===== config.mk =====
export PLATFORM = sky130hd
export DESIGN_NAME = muldiv_iter_flat
export DESIGN_NICKNAME = d
export VERILOG_FILES = /design/src/rtl/muldiv_iter_if.sv /design/src/rtl/muldiv_iter.sv /design/src/flat_wrapper.sv
export SDC_FILE = /design/constraint.sdc
export NUM_CORES = 1
export LEC_CHECK = 0
export BUFFER_PORTS_ARGS = -buffer_cell sky130_fd_sc_hd__buf_2
export CORE_MARGIN = 2
export CORE_UTILIZATION = 55
export CTS_BUF_LIST = sky130_fd_sc_hd__clkbuf_8 sky130_fd_sc_hd__clkbuf_16
export DETAILED_ROUTE_END_ITERATION = 10
export PLACE_DENSITY_LB_ADDON = 0.1
export SYNTH_ARGS = -nofsm -noshare
export SYNTH_HDL_FRONTEND = slang
export SYNTH_SLANG_ARGS = --single-unit

===== constraint.sdc =====
create_clock -name clk -period 15.45 [get_ports clk]
set_input_delay 0.7725 -clock clk [delete_from_list [all_inputs] [get_ports clk]]
set_output_delay 0.7725 -clock clk [all_outputs]
set_load 0.1 [all_outputs]

===== src/rtl/muldiv_iter_if.sv =====
// Request/response bundle of the iterative multiply/divide unit.
interface muldiv_iter_if #(
  parameter int XLEN = 32
);
  logic            flush;
  logic            in_valid;
  logic            in_ready;
  logic [2:0]      op;
  logic [XLEN-1:0] a;
  logic [XLEN-1:0] b;
  logic            out_valid;
  logic            out_ready;
  logic [XLEN-1:0] result;
  logic            busy;

  modport master (output flush, in_valid, op, a, b, out_ready,
                  input  in_ready, out_valid, result, busy);
  modport slave  (input  flush, in_valid, op, a, b, out_ready,
                  output in_ready, out_valid, result, busy);
endinterface


===== src/rtl/muldiv_iter.sv =====
// Radix-2 iterative RV32M/RV64M multiply/divide unit with valid/ready handshakes.
// One shared 2*XLEN register holds {hi, multiplier} for multiply or {remainder, quotient} for divide.
module muldiv_iter #(
  parameter int XLEN  = 32,
  parameter int CNT_W = $clog2(XLEN) + 1
) (
  input  logic         clk,
  input  logic         rst_n,
  muldiv_iter_if.slave bus
);

  typedef enum logic [1:0] {S_IDLE = 2'd0, S_CALC = 2'd1, S_DONE = 2'd2} state_e;

  localparam logic [2:0] OP_MUL    = 3'd0;
  localparam logic [2:0] OP_MULH   = 3'd1;
  localparam logic [2:0] OP_MULHSU = 3'd2;
  localparam logic [2:0] OP_DIV    = 3'd4;
  localparam logic [2:0] OP_REM    = 3'd6;

  localparam logic [XLEN-1:0]   ZERO_X   = {XLEN{1'b0}};
  localparam logic [XLEN-1:0]   ONES_X   = {XLEN{1'b1}};
  localparam logic [XLEN-1:0]   MIN_X    = {1'b1, {(XLEN-1){1'b0}}};
  localparam logic [XLEN-1:0]   ONE_X    = {{(XLEN-1){1'b0}}, 1'b1};
  localparam logic [2*XLEN-1:0] ONE_2X   = {{(2*XLEN-1){1'b0}}, 1'b1};
  localparam logic [CNT_W-1:0]  CNT_ONE  = {{(CNT_W-1){1'b0}}, 1'b1};
  localparam logic [CNT_W-1:0]  CNT_ZERO = {CNT_W{1'b0}};
  localparam logic [CNT_W-1:0]  CNT_LAST = CNT_W'(XLEN - 1);

  state_e            state_q, state_d;
  logic [2:0]        op_q, op_d;
  logic              neg_q, neg_d;
  logic [CNT_W-1:0]  cnt_q, cnt_d;
  logic [2*XLEN-1:0] acc_q, acc_d;
  logic [XLEN-1:0]   opnd_q, opnd_d;
  logic [XLEN-1:0]   result_q, result_d;

  logic              accept_s, is_div_s, sa_s, sb_s, neg_s, div0_s, ovf_s, fast_s;
  logic [XLEN-1:0]   a_mag_s, b_mag_s, fast_res_s;
  logic [XLEN:0]     mul_sum_s, div_trial_s, div_diff_s;
  logic [2*XLEN-1:0] mul_step_s, div_step_s, step_s, prod_fix_s;
  logic [XLEN-1:0]   div_sel_s, div_fix_s, fin_res_s;

  // State and datapath registers.
  always_ff @(posedge clk or negedge rst_n) begin
    if (!rst_n) begin
      state_q  <= S_IDLE;
      op_q     <= 3'd0;
      neg_q    <= 1'b0;
      cnt_q    <= CNT_ZERO;
      acc_q    <= {(2*XLEN){1'b0}};
      opnd_q   <= ZERO_X;
      result_q <= ZERO_X;
    end else begin
      state_q  <= state_d;
      op_q     <= op_d;
      neg_q    <= neg_d;
      cnt_q    <= cnt_d;
      acc_q    <= acc_d;
      opnd_q   <= opnd_d;
      result_q <= result_d;
    end
  end

  // Request decode: signs, magnitudes, negate flag and early-completing division cases.
  always_comb begin
    accept_s = (state_q == S_IDLE) && bus.in_valid && !bus.flush;
    is_div_s = bus.op[2];
    sa_s     = bus.a[XLEN-1] && ((bus.op == OP_MULH) || (bus.op == OP_MULHSU) ||
                                 (bus.op == OP_DIV)  || (bus.op == OP_REM));
    sb_s     = bus.b[XLEN-1] && ((bus.op == OP_MULH) || (bus.op == OP_DIV) || (bus.op == OP_REM));
    a_mag_s  = sa_s ? (~bus.a + ONE_X) : bus.a;
    b_mag_s  = sb_s ? (~bus.b + ONE_X) : bus.b;
    case (bus.op)
      OP_MULH, OP_DIV:   neg_s = sa_s ^ sb_s;
      OP_MULHSU, OP_REM: neg_s = sa_s;
      default:           neg_s = 1'b0;
    endcase
    div0_s = is_div_s && (bus.b == ZERO_X);
    ovf_s  = is_div_s && !bus.op[0] && (bus.a == MIN_X) && (bus.b == ONES_X);
    fast_s = div0_s || ovf_s;
    if (div0_s) begin
      fast_res_s = bus.op[1] ? bus.a : ONES_X;
    end else begin
      fast_res_s = bus.op[1] ? ZERO_X : bus.a;
    end
  end

  // One shift-add or restoring-subtract step, plus sign fix-up and result select for the last step.
  always_comb begin
    mul_sum_s   = {1'b0, acc_q[2*XLEN-1:XLEN]} + (acc_q[0] ? {1'b0, opnd_q} : {(XLEN+1){1'b0}});
    mul_step_s  = {mul_sum_s, acc_q[XLEN-1:1]};
    div_trial_s = acc_q[2*XLEN-1:XLEN-1];
    div_diff_s  = div_trial_s - {1'b0, opnd_q};
    if (div_diff_s[XLEN]) begin
      div_step_s = {acc_q[2*XLEN-2:0], 1'b0};
    end else begin
      div_step_s = {div_diff_s[XLEN-1:0], acc_q[XLEN-2:0], 1'b1};
    end
    step_s     = op_q[2] ? div_step_s : mul_step_s;
    prod_fix_s = neg_q ? (~step_s + ONE_2X) : step_s;
    div_sel_s  = op_q[1] ? step_s[2*XLEN-1:XLEN] : step_s[XLEN-1:0];
    div_fix_s  = neg_q ? (~div_sel_s + ONE_X) : div_sel_s;
    if (op_q[2]) begin
      fin_res_s = div_fix_s;
    end else begin
      fin_res_s = (op_q == OP_MUL) ? prod_fix_s[XLEN-1:0] : prod_fix_s[2*XLEN-1:XLEN];
    end
  end

  // Next-state logic; flush overrides every other transition.
  always_comb begin
    state_d = state_q;
    if (bus.flush) begin
      state_d = S_IDLE;
    end else begin
      case (state_q)
        S_IDLE:  state_d = bus.in_valid ? (fast_s ? S_DONE : S_CALC) : S_IDLE;
        S_CALC:  state_d = (cnt_q == CNT_ZERO) ? S_DONE : S_CALC;
        S_DONE:  state_d = bus.out_ready ? S_IDLE : S_DONE;
        default: state_d = S_IDLE;
      endcase
    end
  end

  // Register updates; result_q is zero outside DONE so the output needs no gating.
  always_comb begin
    op_d   = op_q;
    neg_d  = neg_q;
    cnt_d  = cnt_q;
    acc_d  = acc_q;
    opnd_d = opnd_q;
    if (accept_s) begin
      op_d   = bus.op;
      neg_d  = neg_s;
      cnt_d  = CNT_LAST;
      acc_d  = {ZERO_X, (is_div_s ? a_mag_s : b_mag_s)};
      opnd_d = is_div_s ? b_mag_s : a_mag_s;
    end else if (state_q == S_CALC) begin
      acc_d = step_s;
      cnt_d = cnt_q - CNT_ONE;
    end else begin
      acc_d = acc_q;
    end
    if (state_d != S_DONE) begin
      result_d = ZERO_X;
    end else if (state_q == S_IDLE) begin
      result_d = fast_res_s;
    end else if (state_q == S_CALC) begin
      result_d = fin_res_s;
    end else begin
      result_d = result_q;
    end
  end

  // Handshake outputs decoded from the state register.
  always_comb begin
    bus.in_ready  = (state_q == S_IDLE);
    bus.out_valid = (state_q == S_DONE);
    bus.busy      = (state_q != S_IDLE);
    bus.result    = result_q;
  end

endmodule

===== src/flat_wrapper.sv =====
// flat-port wrapper written by rule: the top's interface ports become plain ports
module muldiv_iter_flat 
#(
  parameter int XLEN  = 32,
  parameter int CNT_W = $clog2(XLEN) + 1
)
  (clk, rst_n, bus_flush, bus_in_valid, bus_op, bus_a, bus_b, bus_out_ready, bus_in_ready, bus_out_valid, bus_result, bus_busy);
  muldiv_iter_if #(.XLEN(XLEN)) bus_i ();
  input  logic clk;
  input  logic rst_n;
  input wire logic [$bits(bus_i.flush)-1:0] bus_flush;
  input wire logic [$bits(bus_i.in_valid)-1:0] bus_in_valid;
  input wire logic [$bits(bus_i.op)-1:0] bus_op;
  input wire logic [$bits(bus_i.a)-1:0] bus_a;
  input wire logic [$bits(bus_i.b)-1:0] bus_b;
  input wire logic [$bits(bus_i.out_ready)-1:0] bus_out_ready;
  output wire logic [$bits(bus_i.in_ready)-1:0] bus_in_ready;
  output wire logic [$bits(bus_i.out_valid)-1:0] bus_out_valid;
  output wire logic [$bits(bus_i.result)-1:0] bus_result;
  output wire logic [$bits(bus_i.busy)-1:0] bus_busy;
  assign bus_i.flush = bus_flush;
  assign bus_i.in_valid = bus_in_valid;
  assign bus_i.op = bus_op;
  assign bus_i.a = bus_a;
  assign bus_i.b = bus_b;
  assign bus_i.out_ready = bus_out_ready;
  assign bus_in_ready = bus_i.in_ready;
  assign bus_out_valid = bus_i.out_valid;
  assign bus_result = bus_i.result;
  assign bus_busy = bus_i.busy;
  muldiv_iter #(.XLEN(XLEN), .CNT_W(CNT_W)) u_core (.clk(clk), .rst_n(rst_n), .bus(bus_i));
endmodule

== Yosys cells after proc, flatten, opt, wreduce, memory -nomap -nowiden ==
Index checks and enable logic that the tools add are counted.

* Output and inout port bits: 35
* Register bits after elaboration: 140

* Equality and inequality tests: 9
* Mux-type cells: 29
* Bitwise gates (word level): 5
* Add/sub/neg operators: 7
* Reductions and logical operators: 25

{| class="wikitable"
|+ Operators by type and width
! cell !! number
|-
| two-way mux 32 bit || 15
|-
| two-way mux 64 bit || 5
|-
| adder 32 x 1 -> 32 bit (second input constant) || 3
|-
| NOT 32 bit || 3
|-
| adder 64 x 1 -> 64 bit (second input constant) || 1
|-
| equality test 32 bit (second input constant) || 2
|-
| NOT 64 bit || 1
|-
| adder 32 x 33 -> 33 bit || 1
|-
| subtractor 33 x 32 -> 33 bit || 1
|-
| zero test 32 bit || 1
|-
| two-way mux 6 bit || 2
|-
| two-way mux 2 bit || 5
|-
| logical AND 1 bit || 8
|-
| equality test 3 bit (second input constant) || 2
|-
| zero test 6 bit || 1
|-
| logical OR 1 bit || 6
|-
| case mux 2 bit (3 select lines) || 1
|-
| subtractor 6 x 1 -> 6 bit (second input constant) || 1
|-
| nonzero test 2 bit || 2
|-
| OR reduction 2 bit || 2
|-
| equality test 3 x 1 -> 1 bit (second input constant) || 1
|-
| equality test 3 x 2 -> 1 bit (second input constant) || 1
|-
| zero test 3 bit || 1
|-
| nonzero test 3 bit || 1
|-
| 7 further kinds || 8
|}

== Depth between registers and ports, before layout ==
* Depth after elaboration: 11
* Gate-level depth with buffers: 23
* Mapped depth without buffers: 22

== Worst setup path after synthesis ==
Ideal clock, no wire load.

* Kind: reg-to-reg
* Start: register u_core.acc_q[31]
* End: register u_core.result_q[30] (netlist: u_core.bus.result[30])
* Cell stages (with the launch flop): 24
* Required time: 15,374 ps
* Path slack: 10,094 ps
* Data arrival time: 5,280 ps
* Setup time: 76 ps
* Buffers on the path: 1
* Cells stage by stage: dfrtp_1 > inv_1 > ha_1 > fa_1 > nor2b_1 > o2111ai_1 > a211oi_1 > o31ai_1 > a21oi_1 > nor2_1 > a21oi_1 > ha_1 > nand3_1 > nor2_1 > nand2_1 > or2_2 > nor3_1 > and3_1 > clkbuf_1 > nand4_1 > o41ai_1 > xnor2_1 > a221o_1 > o21ai_1

* Longest elaborated chain between the ends: 11
* Elaborated cells between the ends (all ways): 15
* Those cells by class: 3 x add/sub; 10 x mux; 2 x bitwise

{| class="wikitable"
|+ RTL lines
! what !! RTL line !! text
|-
| start, declared || muldiv_iter.sv:33 || <nowiki>logic [2*XLEN-1:0] acc_q, acc_d;</nowiki>
|-
| start signal, assigned || muldiv_iter.sv:50 || <nowiki>acc_q <= {(2*XLEN){1'b0}};</nowiki>
|-
| subtractor 33 x 32 -> 33 bit || muldiv_iter.sv:93 || <nowiki>div_diff_s = div_trial_s - {1'b0, opnd_q};</nowiki>
|-
| two-way mux 64 bit || muldiv_iter.sv:94 || <nowiki>if (div_diff_s[XLEN]) begin</nowiki>
|-
| two-way mux 64 bit (*) || muldiv_iter.sv:99 || <nowiki>step_s = op_q[2] ? div_step_s : mul_step_s;</nowiki>
|-
| NOT 64 bit or two-way mux 32 bit (tied branches) || muldiv_iter.sv:100, muldiv_iter.sv:101 ||
|-
| adder 64 x 1 -> 64 bit or NOT 32 bit (tied branches) || muldiv_iter.sv:100, muldiv_iter.sv:102 ||
|-
| two-way mux 64 bit or adder 32 x 1 -> 32 bit (tied branches) || muldiv_iter.sv:100, muldiv_iter.sv:102 ||
|-
| two-way mux 32 bit (on tied branches) || muldiv_iter.sv:106, muldiv_iter.sv:102 ||
|-
| two-way mux 32 bit (*) || muldiv_iter.sv:103 || <nowiki>if (op_q[2]) begin</nowiki>
|-
| two-way mux 32 bit (*) || muldiv_iter.sv:148 || <nowiki>end else if (state_q == S_CALC) begin</nowiki>
|-
| two-way mux 32 bit (*) || muldiv_iter.sv:146 || <nowiki>end else if (state_q == S_IDLE) begin</nowiki>
|-
| two-way mux 32 bit (*) || muldiv_iter.sv:144 || <nowiki>if (state_d != S_DONE) begin</nowiki>
|-
| end signal, assigned || muldiv_iter.sv:60 || <nowiki>result_q <= result_d;</nowiki>
|-
| end, declared || muldiv_iter.sv:35 || <nowiki>logic [XLEN-1:0] result_q, result_d;</nowiki>
|}

Mark *: on every way between the ends. The rest lies on a longest branch, timed or not. The select of a mux whose other input is x is not followed.
A chain may end at the register's enable or synchronous reset.

== Final worst setup path ==
Same ends and word-level chain as after synthesis.

==> impl_table.tex <==
\begin{tabular}{lr}
\hline
Metric & Value \\
\hline
\multicolumn{2}{l}{\textbf{Global routing}} \\
\quad Vias in the first global route & 19.2k \\
\quad Initial antenna violation count & 2 \\
\quad Maximum number of pins on one net before global-route repair & 104 \\
\quad Combined global-route utilization of all metal layers & 46.1\% \\
\quad GR Overflow Total & 0 \\
\quad Wire length of the first global-routing pass & 118 mm \\
\multicolumn{2}{l}{\textbf{Die}} \\
\quad Cell Rows & 66 \\
\quad Die Outline Area & 0.0341 mm\^{}2 \\
\quad Core footprint & 0.0324 mm\^{}2 \\
\quad Die outline width & 185 um \\
\quad Boundary pin count & 107 \\
\quad Starting density of the core & 55.5\% \\
\quad Vertical die dimension & 185 um \\
\multicolumn{2}{l}{\textbf{Logic synthesis}} \\
\quad Synthesized instance count & 2,523 \\
\quad Post-synthesis register bit count & 140 \\
\quad Post-synthesis instance area & 0.0180 mm\^{}2 \\
\quad Ys async rst share & 100\% \\
\quad Area leader, netlist & sky130\_fd\_sc\_hd\_\_dfrtp\_1 \\
\quad Yosys warning total & 0 \\
\quad Distinct cell type count of the synthesized netlist & 91 \\
\quad Seq/Total Area, Yosys & 19.5\% \\
\quad Post-synth top cells & 296 x sky130\_fd\_sc\_hd\_\_nand2\_1, 261 x sky130\_fd\_sc\_hd\_\_o21ai\_0, 197 x sky130\_fd\_sc\_hd\_\_nor2\_1 \\
\quad Portion of synthesized cell area occupied by the leading cell type & 19.5\% \\
\quad Cell types with the largest area share after synthesis & sky130\_fd\_sc\_hd\_\_dfrtp\_1 19\%, sky130\_fd\_sc\_hd\_\_o21ai\_0 7.3\%, sky130\_fd\_sc\_hd\_\_nand2\_1 6.2\% \\
\quad Most instantiated library cell after synthesis & sky130\_fd\_sc\_hd\_\_nand2\_1 \\
\quad Number of nets produced by synthesis & 2,668 \\
\quad Synth Flop Type & sky130\_fd\_sc\_hd\_\_dfrtp\_1 \\
\quad Number of flops mapped to enable cells by yosys & 0 \\
\quad Mean instance size in the synthesized netlist & 7.12 um\^{}2 \\
\multicolumn{2}{l}{\textbf{CTS}} \\
\quad Clock sinks & 140 \\
\quad Clock tree buffer depth & 2 \\
\quad CTS H-tree depth & 4 \\
\quad CTS Root Cell & sky130\_fd\_sc\_hd\_\_clkbuf\_16 \\
\quad CTS tree & done \\
\quad Clock buffer count from CTS & 17 \\
\quad Reg clk slew, reported paths & 0.07 ns \\
\quad Later-pin clock latency in the skew report & 0.47 ns \\
\quad Post-CTS Repair Setup Buffers & 0 \\
\quad Hold Buf Count CTS & 0 \\
\quad Number of gates resized after cts & 0 \\
\multicolumn{2}{l}{\textbf{Run status}} \\
\quad Status & completed \\
\multicolumn{2}{l}{\textbf{Place}} \\
\quad Placed instance area & 0.0187 mm\^{}2 \\
\quad Setup WS pre-CTS & 8.27 ns \\
\quad Port Buf Inserts & 106 \\
\quad GP Congestion & 1.10 \\
\quad Cell count after placement & 2,927 \\
\quad DP HPWL & 60.6 mm \\
\multicolumn{2}{l}{\textbf{Critical path}} \\
\quad Worst EP arrival & 8.07 ns \\
\quad Maximum fanout count along the critical path & 30 \\
\quad Worst setup startpoint & u\_core.acc\_q[31]\$\_DFFE\_PN0P\_ \\
\quad Kind of start point of the critical path & flop \\
\quad Worst endpoint required time & 15.85 ns \\
\quad Worst Setup Path Type & reg -> reg \\
\quad Crit path capture type & flop \\
\quad Reg-to-reg startpoint & u\_core.acc\_q[31]\$\_DFFE\_PN0P\_ \\
\multicolumn{2}{l}{\textbf{Pwr}} \\
\quad Leak pwr & 7.76 nW \\
\quad Highest ir drop seen on vdd & 162 uV \\
\quad Power Density & 197 mW/mm\^{}2 \\
\quad Overall power of the completed layout & 0.00380 W \\
\multicolumn{2}{l}{\textbf{Final layout}} \\
\quad Final standard cell area without fillers & 0.0193 mm\^{}2 \\
\quad Final non-filler cell total & 2,959 \\
\quad Final net count & 2,649 \\
\quad Number of diodes & 0 \\
\quad Synth-to-layout area growth & 7.18\% \\
\quad Proportion of layout cells with a drive suffix above 1 & 10.3\% \\
\quad Filler cell count & 3,144 \\
\multicolumn{2}{l}{\textbf{Drt}} \\
\quad Detailed-route DRC error count & 0 \\
\quad Residual antenna-violating net count after detailed routing & 0 \\
\quad Final wirelength & 79.5 mm \\
\quad Post-detailed-route wirelength per cell & 26.9 um \\
\quad Routed vias & 21.1k \\
\quad Drt via density & 7.15 \\
\quad Number of search-and-repair iterations in the first detailed-routing pass & 6 \\
\quad Violation count after the first detailed-routing iteration & 3,160 \\
\multicolumn{2}{l}{\textbf{STA}} \\
\quad Setup clock skew after layout & 0.0113 ns \\
\quad Setup TNS & 0 ns \\
\quad Number of failing hold endpoints at the final stage & 0 \\
\quad Final Max Slew Viols & 0 \\
\quad Clock period minus worst slack & 7.67 ns \\
\quad Crit path setup slack, layout & 7.78 ns \\
\quad Final setup violating endpoints & 0 \\
\quad Final critical-path share of the clock period & 49.6\% \\
\quad Slew at the pin with the worst max-slew slack & 1.13 ns \\
\quad Max-Slew Margin vs Limit & 23.5\% \\
\quad Unrepaired setup endpoints after global routing & no \\
\quad Maximum operating frequency & 0.130 GHz \\
\multicolumn{2}{l}{\textbf{Worst hold path}} \\
\quad Type of the tightest min-delay check & in -> async \\
\multicolumn{2}{l}{\textbf{Job}} \\
\quad Maxcap violations & 0 \\
\hline
\end{tabular}
-- cells in the final DEF, fill, tap and decap left out, types with 36 or more instances in the layout --
| cell | instances |
|---|---|
| sky130_fd_sc_hd__nor2_1 | 195 |
| sky130_fd_sc_hd__mux2i_1 | 44 |
| sky130_fd_sc_hd__buf_4 | 38 |
| sky130_fd_sc_hd__a211oi_1 | 47 |
| sky130_fd_sc_hd__o211ai_1 | 70 |
| sky130_fd_sc_hd__nand2_1 | 295 |
| sky130_fd_sc_hd__inv_1 | 73 |
| sky130_fd_sc_hd__o21ai_0 | 261 |
| sky130_fd_sc_hd__dfrtp_1 | 137 |
| sky130_fd_sc_hd__nor3_1 | 70 |
| sky130_fd_sc_hd__a21oi_1 | 194 |
| sky130_fd_sc_hd__xor2_1 | 58 |
| sky130_fd_sc_hd__buf_2 | 104 |
| sky130_fd_sc_hd__xnor2_1 | 102 |
| sky130_fd_sc_hd__o31ai_1 | 42 |
| sky130_fd_sc_hd__ha_1 | 71 |
| sky130_fd_sc_hd__and2_1 | 46 |
| sky130_fd_sc_hd__nand3_1 | 87 |
| sky130_fd_sc_hd__nand4_1 | 36 |
-- cells by family after synthesis --
group	share of synthesized area, %
AO/OA/AOI/OAI	31.9
XOR/XNOR	7.80
adder cells (fa/ha/maj)	6.39
buffers and inverters	5.56
flip-flops	19.5
multiplexers	4.08
AND/OR/NAND/NOR	24.8
-- cell type report --
cell class | count | area (um^2) | area share, %
well taps | 442 | 553 | 2.87
flip-flops and latches | 140 | 3510 | 18.2
repair buffers | 143 | 817 | 4.24
clock buffers | 19 | 453 | 2.35
clock inverters | 13 | 143 | 0.740
multi-input cells | 2127 | 13500 | 70.1
inverters | 75 | 282 | 1.46
-- worst max-delay path, stage by stage, from the launching register on --
cell and delay [ns]:
sky130_fd_sc_hd__dfrtp_1 0.46, sky130_fd_sc_hd__inv_1 0.18, sky130_fd_sc_hd__ha_1 0.25, sky130_fd_sc_hd__fa_1 0.41, sky130_fd_sc_hd__nor2b_1 0.24, sky130_fd_sc_hd__o2111ai_1 0.28, sky130_fd_sc_hd__a211oi_1 0.76, sky130_fd_sc_hd__o31ai_1 0.31
sky130_fd_sc_hd__a21oi_2 0.19, sky130_fd_sc_hd__buf_4 0.34, sky130_fd_sc_hd__nor2_1 0.28, sky130_fd_sc_hd__a21oi_1 0.30, sky130_fd_sc_hd__ha_1 0.27, sky130_fd_sc_hd__nand3_1 0.12, sky130_fd_sc_hd__nor2_1 0.23, sky130_fd_sc_hd__nand2_1 0.19
sky130_fd_sc_hd__or2_2 0.42, sky130_fd_sc_hd__nor3_1 0.62, sky130_fd_sc_hd__and3_1 0.45, sky130_fd_sc_hd__nand4_1 0.29, sky130_fd_sc_hd__o41ai_1 0.42, sky130_fd_sc_hd__xnor2_1 0.13, sky130_fd_sc_hd__a221o_1 0.34, sky130_fd_sc_hd__o21ai_1 0.11
-- metal layers --
| metal | track usage (%) | up-vias | part of all wire [%] |
|---|---|---|---|
| met4 | 31.6 | 2 | 8.0 |
| met1 | 60.1 | 9949 | 39 |
| li1 | - | 9336 | - |
| met2 | 66.4 | 1534 | 41 |
| met3 | 12.0 | 327 | 12 |
| met5 | 0 | - | 0.023 |
-- metrics by stage --
| stage | util (%) | hold slack, ns |
|---|---|---|
| after floorplan | - | 0.463 |
| after global placement | 57.7 | 0.462 |
| after detailed placement | 57.7 | 0.470 |
| after CTS | 59.5 | 0.374 |
| after global routing | 59.5 | 0.389 |
| final | 59.5 | 0.315 |
-- report_power, final --
part	total [W]	leakage, nW	internal [W]	switching, W
combinational	0.00275	5.70	0.000915	0.00183
sequential	0.000614	1.78	0.000450	0.000164
clock	0.000438	0.278	0.000246	0.000192
total	0.00380	7.76	0.00161	0.00219
-- path summary, 6_finish.rpt --
kind | slack, ns | depth (start not counted) | end
hold / removal | 0.32 | 1 | u_core.acc_q[57]$_DFFE_PN0P_
max in group asynchronous | 13.74 | 2 | u_core.acc_q[10]$_DFFE_PN0P_
hold reg to reg | 0.48 | 2 | u_core.bus.result[19]$_DFFE_PN0P_
min in group clk | 0.48 | 2 | u_core.bus.result[19]$_DFFE_PN0P_
setup / recovery | 7.78 | 23 | u_core.bus.result[30]$_DFFE_PN0P_
setup reg to reg | 7.78 | 23 | u_core.bus.result[30]$_DFFE_PN0P_
-- sequential cells by signal, summed over array words and instances (netlist names) --
name and count:
u_core.acc_q 64, u_core.bus.result 32, u_core.opnd_q 32, u_core.cnt_q 6, u_core.op_q 3, u_core.state_q 2
u_core.neg_q 1
No activity file was read; power rests on OpenSTA's default activity.
